$ cat src/rtl/beta_cmp_flag_gen.sv
// Two-stage valid/ready flag generator for the BETA compare unit: registers A-B
// derived Z/V/N flags with the compare function code, plus a saturating count.
module beta_cmp_flag_gen #(
  parameter int unsigned CNT_W = 16
) (
  input  logic             clk,
  input  logic             rst_n,
  input  logic             in_valid,
  output logic             in_ready,
  input  logic [31:0]      a,
  input  logic [31:0]      b,
  input  logic [2:1]       cfn_in,
  input  logic             flush,
  output logic             out_valid,
  input  logic             out_ready,
  output logic             Z,
  output logic             V,
  output logic             N,
  output logic [2:1]       CFN,
  output logic [CNT_W-1:0] cmp_count
);

  // Stage 1 state
  logic        s1_valid_q, s1_valid_d;
  logic [31:0] s1_a_q, s1_a_d;
  logic [31:0] s1_b_q, s1_b_d;
  logic [2:1]  s1_cfn_q, s1_cfn_d;

  // Stage 2 state (drives the outputs directly)
  logic        out_valid_q, out_valid_d;
  logic        z_q, z_d;
  logic        v_q, v_d;
  logic        n_q, n_d;
  logic [2:1]  cfn_q, cfn_d;

  logic [CNT_W-1:0] cnt_q, cnt_d;

  logic        s2_free;
  logic        s1_adv;
  logic        s1_load;
  logic        pop;
  logic [31:0] diff;

  // out_ready -> in_ready is the only combinational input-to-output path.
  assign s2_free  = ~out_valid_q | out_ready;
  assign in_ready = ~s1_valid_q | s2_free;
  assign s1_adv   = s1_valid_q & s2_free;
  assign s1_load  = in_valid & in_ready & ~flush;
  assign pop      = out_valid_q & out_ready;
  assign diff     = s1_a_q - s1_b_q;

  always_comb begin
    // NOTE: every always_comb target gets a default first so no latch is inferred.
    s1_valid_d  = s1_valid_q;
    s1_a_d      = s1_a_q;
    s1_b_d      = s1_b_q;
    s1_cfn_d    = s1_cfn_q;
    out_valid_d = out_valid_q;
    z_d         = z_q;
    v_d         = v_q;
    n_d         = n_q;
    cfn_d       = cfn_q;
    cnt_d       = cnt_q;

    if (s1_load) begin
      s1_a_d   = a;
      s1_b_d   = b;
      s1_cfn_d = cfn_in;
    end

    if (flush)        s1_valid_d = 1'b0;
    else if (s1_load) s1_valid_d = 1'b1;
    else if (s1_adv)  s1_valid_d = 1'b0;

    if (s1_adv) begin
      z_d   = (diff == 32'd0);
      n_d   = diff[31];
      v_d   = (s1_a_q[31] & ~s1_b_q[31] & ~diff[31]) |
              (~s1_a_q[31] & s1_b_q[31] & diff[31]);
      cfn_d = s1_cfn_q;
    end

    if (flush)        out_valid_d = 1'b0;
    else if (s2_free) out_valid_d = s1_valid_q;

    // Saturate at all-ones; a handshake during flush still counts.
    if (pop && (cnt_q != {CNT_W{1'b1}})) cnt_d = cnt_q + CNT_W'(1);
  end

  // NOTE: sequential state uses non-blocking assignments so all flops update together.
  always_ff @(posedge clk or negedge rst_n) begin
    if (!rst_n) begin
      s1_valid_q  <= 1'b0;
      s1_a_q      <= '0;
      s1_b_q      <= '0;
      s1_cfn_q    <= '0;
      out_valid_q <= 1'b0;
      z_q         <= 1'b0;
      v_q         <= 1'b0;
      n_q         <= 1'b0;
      cfn_q       <= '0;
      cnt_q       <= '0;
    end else begin
      s1_valid_q  <= s1_valid_d;
      s1_a_q      <= s1_a_d;
      s1_b_q      <= s1_b_d;
      s1_cfn_q    <= s1_cfn_d;
      out_valid_q <= out_valid_d;
      z_q         <= z_d;
      v_q         <= v_d;
      n_q         <= n_d;
      cfn_q       <= cfn_d;
      cnt_q       <= cnt_d;
    end
  end

  assign out_valid = out_valid_q;
  assign Z         = z_q;
  assign V         = v_q;
  assign N         = n_q;
  assign CFN       = cfn_q;
  assign cmp_count = cnt_q;

endmodule
$ cat config.mk
export PLATFORM = sky130hd
export DESIGN_NAME = beta_cmp_flag_gen
export DESIGN_NICKNAME = d
export VERILOG_FILES = /design/src/rtl/beta_cmp_flag_gen.sv
export SDC_FILE = /design/constraint.sdc
export NUM_CORES = 1
export LEC_CHECK = 0
export CORE_MARGIN = 2
export CORE_UTILIZATION = 30
export DETAILED_ROUTE_END_ITERATION = 6
export SLEW_MARGIN = 20
export SYNTH_ARGS = -nofsm -noshare
export SYNTH_HDL_FRONTEND = slang
export SYNTH_SLANG_ARGS = --single-unit
$ cat constraint.sdc
create_clock -name clk -period 4 [get_ports clk]
set_clock_uncertainty 0.05 [all_clocks]
set_input_delay 1 -clock clk [delete_from_list [all_inputs] [get_ports clk]]
set_output_delay 1 -clock clk [all_outputs]
set_load 0.005 [all_outputs]
======== After elaboration in Yosys (flattened, before gate mapping) ========
Cells that the tools add are included.
storage, ports and cells
  register bits after elaboration ......... 89
cells by class
  add/subtract/negate cells ............... 2
  mux-type cells .......................... 5
  bitwise logic cells ..................... 17
  reductions and logical operators ........ 4
  eq/ne operators ......................... 1
operator list
  cell                     count
  $logic_not A32 Y1        1
  $sub A32 B32 Y32         1
  $add A16 B1 Y16 const B  1
  $ne A16 B16 Y1 const B   1
  $and A1 B1 Y1            8
  $not A1 Y1               6
  $mux W1                  5
  $or A1 B1 Y1             3
  $reduce_bool A3 Y1       1
  $reduce_bool A2 Y1       1
  $logic_and A1 B1 Y1      1

======== Longest topological paths before layout ========
Gate-level depths: netlist (run 1).
  word-level depth ........................ 7
  mapped depth ............................ 12

======== Worst setup path before layout (run 1) ========
OpenSTA, ideal clock, no wires.
  kind .................................... register to register
  start ................................... register s1_a_q[8]
  end ..................................... register z_q, in the netlist Z
  path buffers ............................ 1
  setup slack ............................. 1.156 ns
  data required time ...................... 3.858 ns
  clock period less this slack ............ 2.844 ns
  stages on the path, launching flop included .. 12
  arrival ................................. 2.702 ns
  path through ............................ dfrtp_1 -> ha_1 -> buf_6 -> a211oi_4 -> o21bai_2 -> or4b_1 -> o311ai_1 -> o2111a_1 -> nand4_1 -> a2111oi_2 -> nand4_1 -> o31ai_2
on the way
  cells in the longest elaborated chain, start to end .. 2
RTL lines
  item                    RTL line  text
  start, declared         25        logic [31:0] s1_a_q, s1_a_d;
  start signal, assigned  94        s1_a_q <= '0;
  start signal, assigned  105       s1_a_q <= s1_a_d;
  $sub A32 B32 Y32        50        assign diff = s1_a_q - s1_b_q;
  $logic_not A32 Y1       76        z_d = (diff == 32'd0);
  end signal, assigned    109       z_q <= z_d;
  end, declared           31        logic z_q, z_d;
Every way passes these cells.
A chain may end at the register's enable or synchronous reset.

======== Final worst setup path (run 1) ========
  start ................................... input port out_ready
  end ..................................... output port in_ready
on the way
  cells in the longest elaborated chain, start to end .. 2
RTL lines
  item             RTL line  text
  start, declared  15        input logic out_ready,
  $or A1 B1 Y1     45        assign s2_free = ~out_valid_q | out_ready;
  $or A1 B1 Y1     46        assign in_ready = ~s1_valid_q | s2_free;
  end, declared    9         output logic in_ready,
Every way passes these cells.

==> metrics.log, run 1 <==
[metrics] biggest cell delay along the critical path: 0.45 ns
[metrics] startpoint of the tightest hold check path: cmp_count[9]$_DFFE_PN0P_
[metrics] dominant cell by count in the synthesized netlist: dfrtp_1
[metrics] CTS Sinks: 89
[metrics] Final GP Congestion: 0.8783
[metrics] count of yosys warnings during synthesis: 0
[metrics] die width: ~140 µm
[metrics] Synth-to-Final Area Change: 25.69%
[metrics] result of the run: completed
[metrics] number of global-route vias before repair: 4,730
[metrics] hold violation count in the final report: 0
[metrics] top_reg_cell synth: dfrtp_1
[metrics] pwr/cell area: 484.1 nW/µm²
[metrics] total of buffers placed on input and output ports: 93
[metrics] cell types occupying the most area after synthesis: dfrtp_1 39%, mux2_2 14%, ha_1 7.4%, inv_1 3.3%, nor2_1 2.9%
[metrics] CTS tree: built
[metrics] Post-synth EDFFs: 0
[metrics] part of the power in the clock network: 0.259
[metrics] register clock-pin slew on the reported worst setup and hold paths: 0.07 ns
[metrics] post-synthesis instance area: 5722 µm²
[metrics] share of Yosys cell area claimed by the top area cell type: 0.3892
[metrics] standard-cell rows: 50
[metrics] critical path startpoint: out_ready
[metrics] peak ir drop on the vdd network: about 0.00022 V
[metrics] library cells used by synthesis: 66
[metrics] Starting DRT DRC Count: 233
[metrics] Final Max Slew Viols: 0
[metrics] Die H: 142.1 µm
[metrics] Core Region: between 15,000 and 20,000 µm²
[metrics] cell internal pwr: about 2.2 mW
[metrics] # nets final: 780
[metrics] Comb pwr share: 0.418
[metrics] Vias per Instance: 5.025
[metrics] DP Cell Count: around 900
[metrics] number of buffers added to fix hold violations after cts: 0
[metrics] leakage power: 3.121 nW
[metrics] highest clock frequency the design can meet: 304.4 MHz
[metrics] worst hold slack across all endpoints: 0.4508 ns
[metrics] residual overflow from global routing: 0
[metrics] setup repair bufs after CTS: 0
[metrics] chain of cells forming the critical path: clkdlybuf4s50_1, nor2b_1, nand2_1, clkdlybuf4s50_1
[metrics] number of buffers inserted during clock tree synthesis: 9
[metrics] global-route wire length before repair: 23,760 µm
[metrics] number of max-capacitance violations reported: 0
[metrics] share of the clock period used by the worst path after layout: 0.8213
[metrics] pin count of the biggest net entering global routing: 90
[metrics] switching share of total power: 0.3666
[metrics] global router's overall resource usage: 0.1478
[metrics] clock insertion delay at the later pin of the skew report: roughly 0.36 ns
[metrics] library cell contributing the largest single delay on the critical path: clkdlybuf4s50_1
[metrics] Setup Crit Path Kind: input port to output port
[metrics] clock period minus worst slack: 3.285 ns
[metrics] slack of the worst reg-to-reg path: 0.85 ns
[metrics] type of element capturing the critical path: output port
[metrics] non-filler instance count after layout: 913
[metrics] Yosys top cell by area: dfrtp_1
[metrics] worst-path fanout max: 4
[metrics] average wire per cell in the routed design: 15.54 µm
[metrics] Filler cells: 1,858
[metrics] setup TNS: 0 ns
[metrics] Syn Nets: 692
[metrics] remaining design rule violation count: 0
[metrics] critical path required time: 2.95 ns
[metrics] Routed Wire Length: around 14,000 µm
[metrics] DIE AREA: 20,190 µm²
[metrics] footprint of the flip-flops and latches: 2227 µm²
[metrics] proportion of register bits with asynchronous set or reset after synthesis: 1.000
[metrics] tightest slew margin relative to the limit: 0.4626
[metrics] nature of the critical path startpoint: input port
[metrics] ports placed on the boundary: 94
[metrics] Root Buffer Master: clkbuf_16
[metrics] transition time of the tightest slew-check pin: 0.7935 ns
[metrics] cell type with the highest occurrence count on the critical path: clkdlybuf4s50_1
[metrics] Sequential Power Share: 0.323
[metrics] post-synthesis sequential area ratio: 0.3892
[metrics] count of antenna diodes in the layout: 0
[metrics] DRT Pass-1 Iters: 4
[metrics] Synth Register Bits: 89
[metrics] area occupied by multi-input gates: about 3200 µm²
[metrics] reg2reg start: s1_a_q[0]$_DFFE_PN0P_
[metrics] number of failing setup endpoints in the final timing report: 0
[metrics] CTS HTree Levels: 3
[metrics] antenna violations before repair: 0
[metrics] starting density of the core: 0.3059
[metrics] number of nets with antenna violations after detailed routing: 0
[metrics] top cells by instance count after synthesis: 89 x dfrtp_1, 70 x mux2_2, 50 x inv_1, 44 x nor2_1, 43 x nand2_1
[metrics] via total after detailed routing: 4,588
[metrics] total half-perimeter wirelength after legalization and detailed placement: 10,810 µm
[metrics] setup repair after global routing missed its margin: false
[metrics] type of the tightest min-delay check: flop to flop
[metrics] layout cells sized above 1: 0.1591
[metrics] Cells after Synth: 586
[metrics] Max clock buf depth: 2
[metrics] switching power: ~1.3 mW
[metrics] number of gates given a new drive strength after cts: 0
[metrics] arrival time reported for the critical path endpoint: between 2 and 2.5 ns
[metrics] per-instance average area after synthesis: 9.764 µm²
state kept, by name, indices dropped and copies added, names as in the netlist:
name	count
V	1
s1_a_q	32
s1_valid_q	1
s1_cfn_q	2
CFN	2
Z	1
cmp_count	16
out_valid	1
N	1
s1_b_q	32
worst paths after layout:
kind,end,cells after the start
min,cmp_count[9]$_DFFE_PN0P_,1
max reg2reg,Z$_DFFE_PN0P_,11
min reg2reg,cmp_count[9]$_DFFE_PN0P_,1
min in group asynchronous,cmp_count[2]$_DFFE_PN0P_,2
max,in_ready,4
max in group asynchronous,s1_b_q[8]$_DFFE_PN0P_,2
cell usage in the layout (no fill, tap or decap), types with 3 or more instances in the layout:
cell type,Yosys,layout
nor2_1,44,44
o311ai_1,3,3
nor3_1,14,14
nor2b_1,4,4
o21ai_1,5,5
nand4_1,13,13
o21a_1,3,3
xor2_1,10,10
a31oi_1,7,7
clkbuf_16,0,9
xnor2_1,14,14
a21o_1,9,9
o21ai_0,13,13
clkdlybuf4s50_1,0,92
a211oi_1,4,4
nand3_1,17,17
buf_4,4,3
or2_2,3,3
nand2b_1,7,7
and3_1,7,7
or4_1,3,3
nor4_1,4,4
buf_12,0,3
o22ai_1,3,3
ha_1,34,34
o211ai_1,7,7
a21oi_1,32,32
nand3b_1,3,3
inv_1,50,50
o21bai_1,4,4
nand2_1,43,43
dfrtp_1,89,89
mux2_2,70,70
o31ai_1,4,4
layer usage:
metal	global-route usage	up-vias	share of wire
met4	0.04263	0	0.013
met2	0.2283	117	0.44
met5	0	-	0
li1	-	2283	-
met1	0.1950	2171	0.47
met3	0.05283	17	0.073
worst max-delay path: cells and delay by family:
kind / cells / cell delay [ns]
simple gates: 2 / 0.34
buf+inv: 2 / 0.89
final cells by class:
cell class                      count  area share
Inverter                           50     0.02610
Sequential cell                    89      0.3097
Clock buffer                       10     0.03323
Tap cell                          234     0.04071
Multi-Input combinational cell    426      0.4405
Timing Repair Buffer               98      0.1395
Clock inverter                      6     0.01026
power by group through the flow:
stage | sequential [mW] | combinational [mW] | clock (mW)
after floorplan | 1.12 | 1.06 | 0
after global placement | 1.14 | 1.45 | 0
after detailed placement | 1.14 | 1.45 | 0
after CTS | 1.13 | 1.46 | 0.926
after global routing | 1.15 | 1.62 | 0.965
final | 1.13 | 1.45 | 0.901
stage by stage:
| stage | instance area [µm²] | power, mW | util | worst slack, ns |
|---|---|---|---|---|
| floorplan | 5722 | 2.177 | - | 1.156 |
| global placement | 6879 | 2.590 | 0.3678 | 0.7061 |
| detailed placement | 6879 | 2.593 | 0.3678 | 0.6422 |
| CTS | 7192 | 3.512 | 0.3845 | 0.6934 |
| global route | 7192 | 3.733 | 0.3845 | 0.5489 |
| finish | 7192 | 3.482 | 0.3845 | 0.7150 |
cells by family after synthesis:
| kind of cell | synth area share |
|---|---|
| buffers and inverters | 0.05707 |
| adders and majority gates | 0.07785 |
| AOI/OAI and AO/OA | 0.1505 |
| and+or+nand+nor | 0.1474 |
| xor gates and xnor gates | 0.03674 |
| muxes | 0.1413 |
| DFF | 0.3892 |
Note: power is estimated with default switching activity, not from simulation.
==> run 2: changes to the inputs <==
Clock period 4 ns to 3.3 ns, I/O delays scaled along.
==> run 2 against run 1 <==
  * Sequential share of layout area hardly changed
  * Cell count is 0.11% lower
  * Die area stayed put
  * Cell area hardly changed
  * Clock power is 22% higher
  * Count of clock-buffer cells in the layout stayed put
  * Sequential power is 20% higher
  * First-iteration DRC count is 25% higher
  * Critical path depth is 6 higher
==> metrics.log, run 2 (same netlist as run 1, synthesis figures left out) <==
[metrics] result of the run: completed
[metrics] # nets final: 781 (+0.13%)
[metrics] switching power: 1.499 mW (+17%)
[metrics] pwr/cell area: 589.3 nW/µm² (+22%)
[metrics] Vias per Instance: 4.996 (-0.59%)
[metrics] residual overflow from global routing: 0 (unchanged)
[metrics] biggest cell delay along the critical path: 0.54 ns (+0.09 ns)
[metrics] leakage power: 3.126 nW (+0.15%)
[metrics] met3 usage in global routing: 0.04778 (-0.005047)
[metrics] share of the clock period used by the worst path after layout: 0.9445
[metrics] peak ir drop on the vdd network: 0.0002783 V (+28%)
[metrics] number of buffers inserted during clock tree synthesis: 9 (unchanged)
[metrics] Core Region: 18,710 µm² (unchanged)
[metrics] number of max-capacitance violations reported: 0 (unchanged)
[metrics] Die H: 142.1 µm (unchanged)
[metrics] average wire per cell in the routed design: 15.28 µm (-1.7%)
[metrics] nature of the critical path startpoint: flop
[metrics] die width: 142.1 µm (unchanged)
[metrics] register clock-pin slew on the reported worst setup and hold paths: 0.07 ns (about the same)
[metrics] highest clock frequency the design can meet: between 300 and 400 MHz
[metrics] CTS HTree Levels: 3 (unchanged)
[metrics] hold violation count in the final report: 0 (unchanged)
[metrics] total half-perimeter wirelength after legalization and detailed placement: 10,810 µm (about the same)
[metrics] setup repair after global routing missed its margin: false
[metrics] pin count of the biggest net entering global routing: 67 (-26%)
[metrics] GRT met2 Usage: 0.2212 (-0.007119)
[metrics] chain of cells forming the critical path: ha_1, a211oi_4, o21bai_2, or4b_1, o311ai_1, o2111a_1, nand4_1, a2111oi_2, nand4_1, o31ai_2
[metrics] busiest metal layer after global routing: met2
[metrics] arrival time reported for the critical path endpoint: 3.33 ns (+1.09 ns)
[metrics] reg2reg start: s1_a_q[8]$_DFFE_PN0P_
[metrics] Routed Wire Length: 13,940 µm (-1.8%)
[metrics] Area after DPL: 6874 µm² (about the same)
[metrics] layout cells sized above 1: 0.1608 (+0.001710)
[metrics] remaining design rule violation count: 0 (unchanged)
[metrics] worst-path fanout max: 8 (+4)
[metrics] Synth-to-Final Area Change: 25.80% (about the same)
[metrics] slack of the worst reg-to-reg path: 0.18 ns (-0.67 ns)
[metrics] number of global-route vias before repair: 4,620 (-2.3%)
[metrics] switching share of total power: 0.3534 (-0.01323)
[metrics] CTS Sinks: 89 (unchanged)
[metrics] clock period minus worst slack: around 3.1 ns
[metrics] number of nets with antenna violations after detailed routing: 0 (unchanged)
[metrics] Comb pwr share: 0.420 (+0.002)
[metrics] type of the tightest min-delay check: input port to asynchronous set/reset pin
[metrics] R2R Path End: Z$_DFFE_PN0P_
[metrics] clock insertion delay at the later pin of the skew report: 0.35 ns (about the same)
[metrics] Setup Crit Path Kind: flop to flop
[metrics] GR Layer Usage met1: 0.1911 (-0.003865)
[metrics] tightest slew margin relative to the limit: 0.4413 (-0.02138)
[metrics] Sequential Power Share: 0.322 (about the same)
[metrics] standard-cell rows: 50 (unchanged)
[metrics] global router's overall resource usage: 0.1442 (-0.003585)
[metrics] final cell area excluding filler cells: 7198 µm² (about the same)
[metrics] Final GP Congestion: 0.8832 (+0.56%)
[metrics] critical path required time: 3.51 ns (+0.56 ns)
[metrics] Filler cells: 1,858 (unchanged)
[metrics] most common cell after layout, fill and taps aside: clkdlybuf4s50_1
[metrics] part of the power in the clock network: 0.259 (about the same)
[metrics] Root Buffer Master: clkbuf_16
[metrics] type of element capturing the critical path: flop
[metrics] starting density of the core: 0.3059 (unchanged)
[metrics] cell type with the highest occurrence count on the critical path: nand4_1
[metrics] total of buffers placed on input and output ports: 93 (unchanged)
[metrics] DRT Pass-1 Iters: 4 (unchanged)
[metrics] Starting DRT DRC Count: 292 (+25%)
[metrics] antenna violations before repair: 0 (unchanged)
[metrics] Final Max Slew Viols: 0 (unchanged)
[metrics] global-route wire length before repair: 23,180 µm (-2.4%)
[metrics] number of failing setup endpoints in the final timing report: 0 (unchanged)
[metrics] ports placed on the boundary: 94 (unchanged)
[metrics] Max clock buf depth: 2 (unchanged)
[metrics] cell count of the worst reg-to-reg path: 10 (-1)
[metrics] CTS tree: built
[metrics] cell internal pwr: 2.743 mW (+24%)
[metrics] highest-count cells in the layout ignoring fill and taps: 92 x clkdlybuf4s50_1, 89 x dfrtp_1, 70 x mux2_2, 50 x inv_1, 44 x nor2_1
[metrics] DIE AREA: 20,190 µm² (unchanged)
[metrics] via total after detailed routing: 4,556 (-0.70%)
[metrics] library cell contributing the largest single delay on the critical path: or4b_1
[metrics] setup TNS: 0 ns (unchanged)
[metrics] transition time of the tightest slew-check pin: 0.8251 ns (+0.03158 ns)
[metrics] count of antenna diodes in the layout: 0 (unchanged)
==> run 2: worst max-delay path: cells and delay by family, from the launching register on <==
| family | cells | cell delay, ns |
|---|---|---|
| compound gates | 6 | 1.38 |
| flops | 1 | 0.38 |
| fa+ha+maj | 1 | 0.41 |
| simple gates | 3 | 0.81 |
==> run 2: how the worst max path moves through the flow <==
stage	slack [ns]	cells past startpoint	startpoint	endpoint
floorplan	0.46	11	s1_a_q[8]$_DFFE_PN0P_	Z$_DFFE_PN0P_
global placement	0.21	12	s1_a_q[0]$_DFFE_PN0P_	Z$_DFFE_PN0P_
detailed placement	0.15	10	out_ready	Z$_DFFE_PN0P_
CTS	0.16	11	s1_a_q[0]$_DFFE_PN0P_	Z$_DFFE_PN0P_
global route	0.004	10	s1_a_q[10]$_DFFE_PN0P_	V$_DFFE_PN0P_
finish	0.18	10	s1_a_q[8]$_DFFE_PN0P_	Z$_DFFE_PN0P_
==> run 2: layout make-up <==
| cell class | instances | area, µm² | share of cell area |
|---|---|---|---|
| clock inverters | 4 | 76.32 | 0.01060 |
| repair buffers | 99 | 998.5 | 0.1387 |
| inverters | 50 | 187.7 | 0.02607 |
| flip-flops and latches | 89 | 2227 | 0.3094 |
| well taps | 234 | 292.8 | 0.04067 |
| clock buffers | 10 | 239.0 | 0.03320 |
| multi-input cells | 426 | 3177 | 0.4413 |
==> run 2: timing repair <==
item,in CTS,in global routing
hold buffers,0,0
endpoints found under the hold margin,0,0
gates resized for setup,0,3
setup endpoints to repair,0,1
setup buffers,0,0
==> run 2: stage by stage <==
step / cells / hold slack [ns] / setup WS (ns) / total power [mW] / util
2_1_floorplan: 586 / 0.4207 / 0.4563 / 2.638 / -
3_3_place_gp: 898 / 0.4380 / 0.2072 / 3.148 / 0.3675
3_5_place_dp: 898 / 0.4388 / 0.1545 / 3.156 / 0.3675
4_1_cts: 912 / 0.4180 / 0.1623 / 4.287 / 0.3843
5_1_grt: 912 / 0.4404 / 0.003989 / 4.557 / 0.3848
6_report: 912 / 0.4045 / 0.1830 / 4.242 / 0.3848
==> run 2: per-layer routing <==
layer / routed length (µm) / vias to the layer above / part of all wire
met4: 222 / 0 / 0.016
li1: - / 2295 / -
met2: 6116 / 104 / 0.44
met3: 1012 / 14 / 0.073
met5: 0 / - / 0
met1: 6583 / 2143 / 0.47
==> run 2: power groups by stage <==
stage / registers [mW] / logic [mW] / clock network, mW
3_3_place_gp: 1.38 / 1.77 / 0
5_1_grt: 1.39 / 1.99 / 1.18
2_1_floorplan: 1.36 / 1.28 / 0
6_report: 1.36 / 1.78 / 1.10
4_1_cts: 1.37 / 1.78 / 1.14
3_5_place_dp: 1.39 / 1.77 / 0
==> run 3: changes to the inputs <==
Settings changed: CORE_UTILIZATION 30 to 54, PLACE_DENSITY set to 0.81, RECOVER_POWER set to 50, TNS_END_PERCENT set to 30.
==> run 3 against run 2 <==
  * Cell area decreased by 3.8%
  * Combinational power about the same
  * Cell count decreased by 11%
  * Highest routed layer unchanged
  * Via count increased by 3.1%
  * The flow now finishes with violations (capacitance limit, slew limit)
  * Sequential power about the same
  * Critical path type is now input port to output port
  * First-iteration DRC count decreased by 18%
==> metrics.log, run 3 (same netlist as run 1, synthesis figures left out) <==
[metrics] result of the run: complete, but fails checks
[metrics] violations in the final reports: capacitance limit, slew limit
[metrics] die width: 106.9 µm (-25%)
[metrics] Synth-to-Final Area Change: 21.06%
[metrics] number of global-route vias before repair: 4,684 (+1.4%)
[metrics] transition time of the tightest slew-check pin: 2.319 ns (+1.494 ns)
[metrics] Final Max Slew Viols: 42 (+42)
[metrics] Area after DPL: 6744 µm² (-1.9%)
[metrics] remaining design rule violation count: 0 (unchanged)
[metrics] highest-count cells in the layout ignoring fill and taps: 89 x dfrtp_1, 85 x clkdlybuf4s50_1, 70 x mux2_2, 50 x inv_1, 44 x nor2_1
[metrics] number of buffers inserted during clock tree synthesis: 9 (unchanged)
[metrics] Max clock buf depth: 2 (unchanged)
[metrics] clock period minus worst slack: 3.116 ns (-0.001266 ns)
[metrics] reg2reg start: s1_a_q[8]$_DFFE_PN0P_
[metrics] most common cell after layout, fill and taps aside: dfrtp_1
[metrics] peak ir drop on the vdd network: 0.0003836 V (+38%)
[metrics] register clock-pin slew on the reported worst setup and hold paths: 0.10 ns (+0.03 ns)
[metrics] CTS HTree Levels: 3 (unchanged)
[metrics] clock insertion delay at the later pin of the skew report: 0.37 ns (+0.02 ns)
[metrics] tightest slew margin relative to the limit: -0.5462 (-0.9875)
[metrics] DIE AREA: 11,440 µm² (-43%)
[metrics] number of buffers added to fix hold violations after cts: 0 (unchanged)
[metrics] Filler cells: 860 (-54%)
[metrics] footprint of the flip-flops and latches: 2227 µm² (unchanged)
[metrics] count of antenna diodes in the layout: 0 (unchanged)
[metrics] setup repair after global routing missed its margin: false
[metrics] setup TNS: 0 ns (unchanged)
[metrics] Core Region: 10,320 µm² (-45%)
[metrics] starting density of the core: 0.5542 (+0.2483)
[metrics] Vias per Instance: 5.766 (+15%)
[metrics] standard-cell rows: 37 (-26%)
[metrics] leakage power: 3.064 nW (-2.0%)
[metrics] Root Buffer Master: clkbuf_8
[metrics] Setup Crit Path Kind: input port to output port
[metrics] residual overflow from global routing: 0 (unchanged)
[metrics] area occupied by multi-input gates: 3178 µm² (about the same)
[metrics] arrival time reported for the critical path endpoint: 2.24 ns (-1.09 ns)
[metrics] global router's overall resource usage: 0.2422 (+0.09803)
[metrics] global-route wire length before repair: 22,030 µm (-5.0%)
[metrics] startpoint of the tightest hold check path: cmp_count[9]$_DFFE_PN0P_
[metrics] total half-perimeter wirelength after legalization and detailed placement: 10,210 µm (-5.5%)
[metrics] final cell area excluding filler cells: 6927 µm² (-3.8%)
[metrics] DRT Pass-1 Iters: 5 (+1)
[metrics] number of failing setup endpoints in the final timing report: 0 (unchanged)
[metrics] highest clock frequency the design can meet: 321.0 MHz (about the same)
[metrics] number of max-capacitance violations reported: 1 (+1)
[metrics] average wire per cell in the routed design: 16.38 µm (+7.2%)
[metrics] pin count of the biggest net entering global routing: 67 (unchanged)
[metrics] total of buffers placed on input and output ports: 93 (unchanged)
[metrics] pwr/cell area: 554.9 nW/µm² (-5.8%)
[metrics] share of the clock period used by the worst path after layout: 0.9442 (about the same)
[metrics] worst-path fanout max: 4 (-4)
[metrics] number of gates given a new drive strength after cts: 0 (unchanged)
[metrics] number of nets with antenna violations after detailed routing: 0 (unchanged)
[metrics] # nets final: 780 (-0.13%)
[metrics] Starting DRT DRC Count: 238 (-18%)
[metrics] hold violation count in the final report: 0 (unchanged)
[metrics] via total after detailed routing: 4,699 (+3.1%)
[metrics] Routed Wire Length: 13,350 µm (-4.2%)
[metrics] setup repair bufs after CTS: 0 (unchanged)
[metrics] antenna violations before repair: 0 (unchanged)
[metrics] critical path startpoint: out_ready
[metrics] CTS Sinks: 89 (unchanged)
[metrics] CTS tree: built
[metrics] layout cells sized above 1: 0.1576 (-0.003182)
[metrics] ports placed on the boundary: 94 (unchanged)
[metrics] Final GP Congestion: 0.9141 (+3.5%)
[metrics] nature of the critical path startpoint: input port
[metrics] type of the tightest min-delay check: flop to flop
[metrics] type of element capturing the critical path: output port
[metrics] critical path required time: 2.42 ns (-1.09 ns)
[metrics] Die H: 106.9 µm (-25%)
==> run 3: changes by cell type in the layout (fill, tap and decap cells not counted) <==
cell and change:
o21ai_2 -1, clkinv_4 +1, clkbuf_8 +9, a2111oi_2 +1
a2111oi_1 -1, o21ai_1 +1, dlygate4sd3_1 +7, clkdlybuf4s50_1 -7
buf_4 -3, bufinv_16 -2, clkbuf_1 +3, inv_6 +1
clkbuf_16 -9, clkinv_2 +1
==> run 3: cell type report <==
class,instances,share of cell area
clock buffers,11,0.02041
clock inverters,5,0.005600
inverters,50,0.02710
multi-input cells,426,0.4588
flip-flops and latches,89,0.3215
well taps,136,0.02457
repair buffers,98,0.1420
==> run 3: routing by layer <==
metal	up-vias	wire, µm	global-route usage
li1	2284	-	-
met1	2263	6151	0.3237
met2	133	6255	0.3840
met3	19	722	0.06322
met4	0	218	0.08163
met5	-	0	0
==> run 3: through the flow <==
stage / setup slack, ns / power (mW) / instances / utilization / hold WS (ns)
6_report: 0.1843 / 3.844 / 815 / 0.6709 / 0.4500
5_1_grt: 0.009190 / 4.118 / 815 / 0.6709 / 0.4771
4_1_cts: 0.05858 / 3.853 / 815 / 0.6707 / 0.3837
3_5_place_dp: 0.08776 / 3.125 / 799 / 0.6533 / 0.4368
3_3_place_gp: 0.2809 / 3.104 / 799 / 0.6533 / 0.4324
2_1_floorplan: 0.4563 / 2.638 / 586 / - / 0.4207
==> run 3: critical path: stages <==
cell and delay [ns]:
dlygate4sd3_1 0.59, nor2b_1 0.24, nand2_1 0.12, clkdlybuf4s50_1 0.46
==> run 3: path summary, 6_finish.rpt <==
check                                            to  depth (start not counted)  slack, ns
setup / recovery                           in_ready                          4       0.18
hold / removal             cmp_count[9]$_DFFE_PN0P_                          1       0.45
setup reg to reg                      Z$_DFFE_PN0P_                         10       0.21
hold reg to reg            cmp_count[9]$_DFFE_PN0P_                          1       0.45
max in group asynchronous    s1_b_q[20]$_DFFE_PN0P_                          1       0.79
min in group asynchronous    s1_b_q[12]$_DFFE_PN0P_                          1       1.09
==> run 3: power breakdown <==
part	total (mW)	switching, mW	internal (mW)
sequential	1.36	0.107	1.25
combinational	1.77	0.971	0.800
clock	0.712	0.412	0.300
total	3.84	1.49	2.35
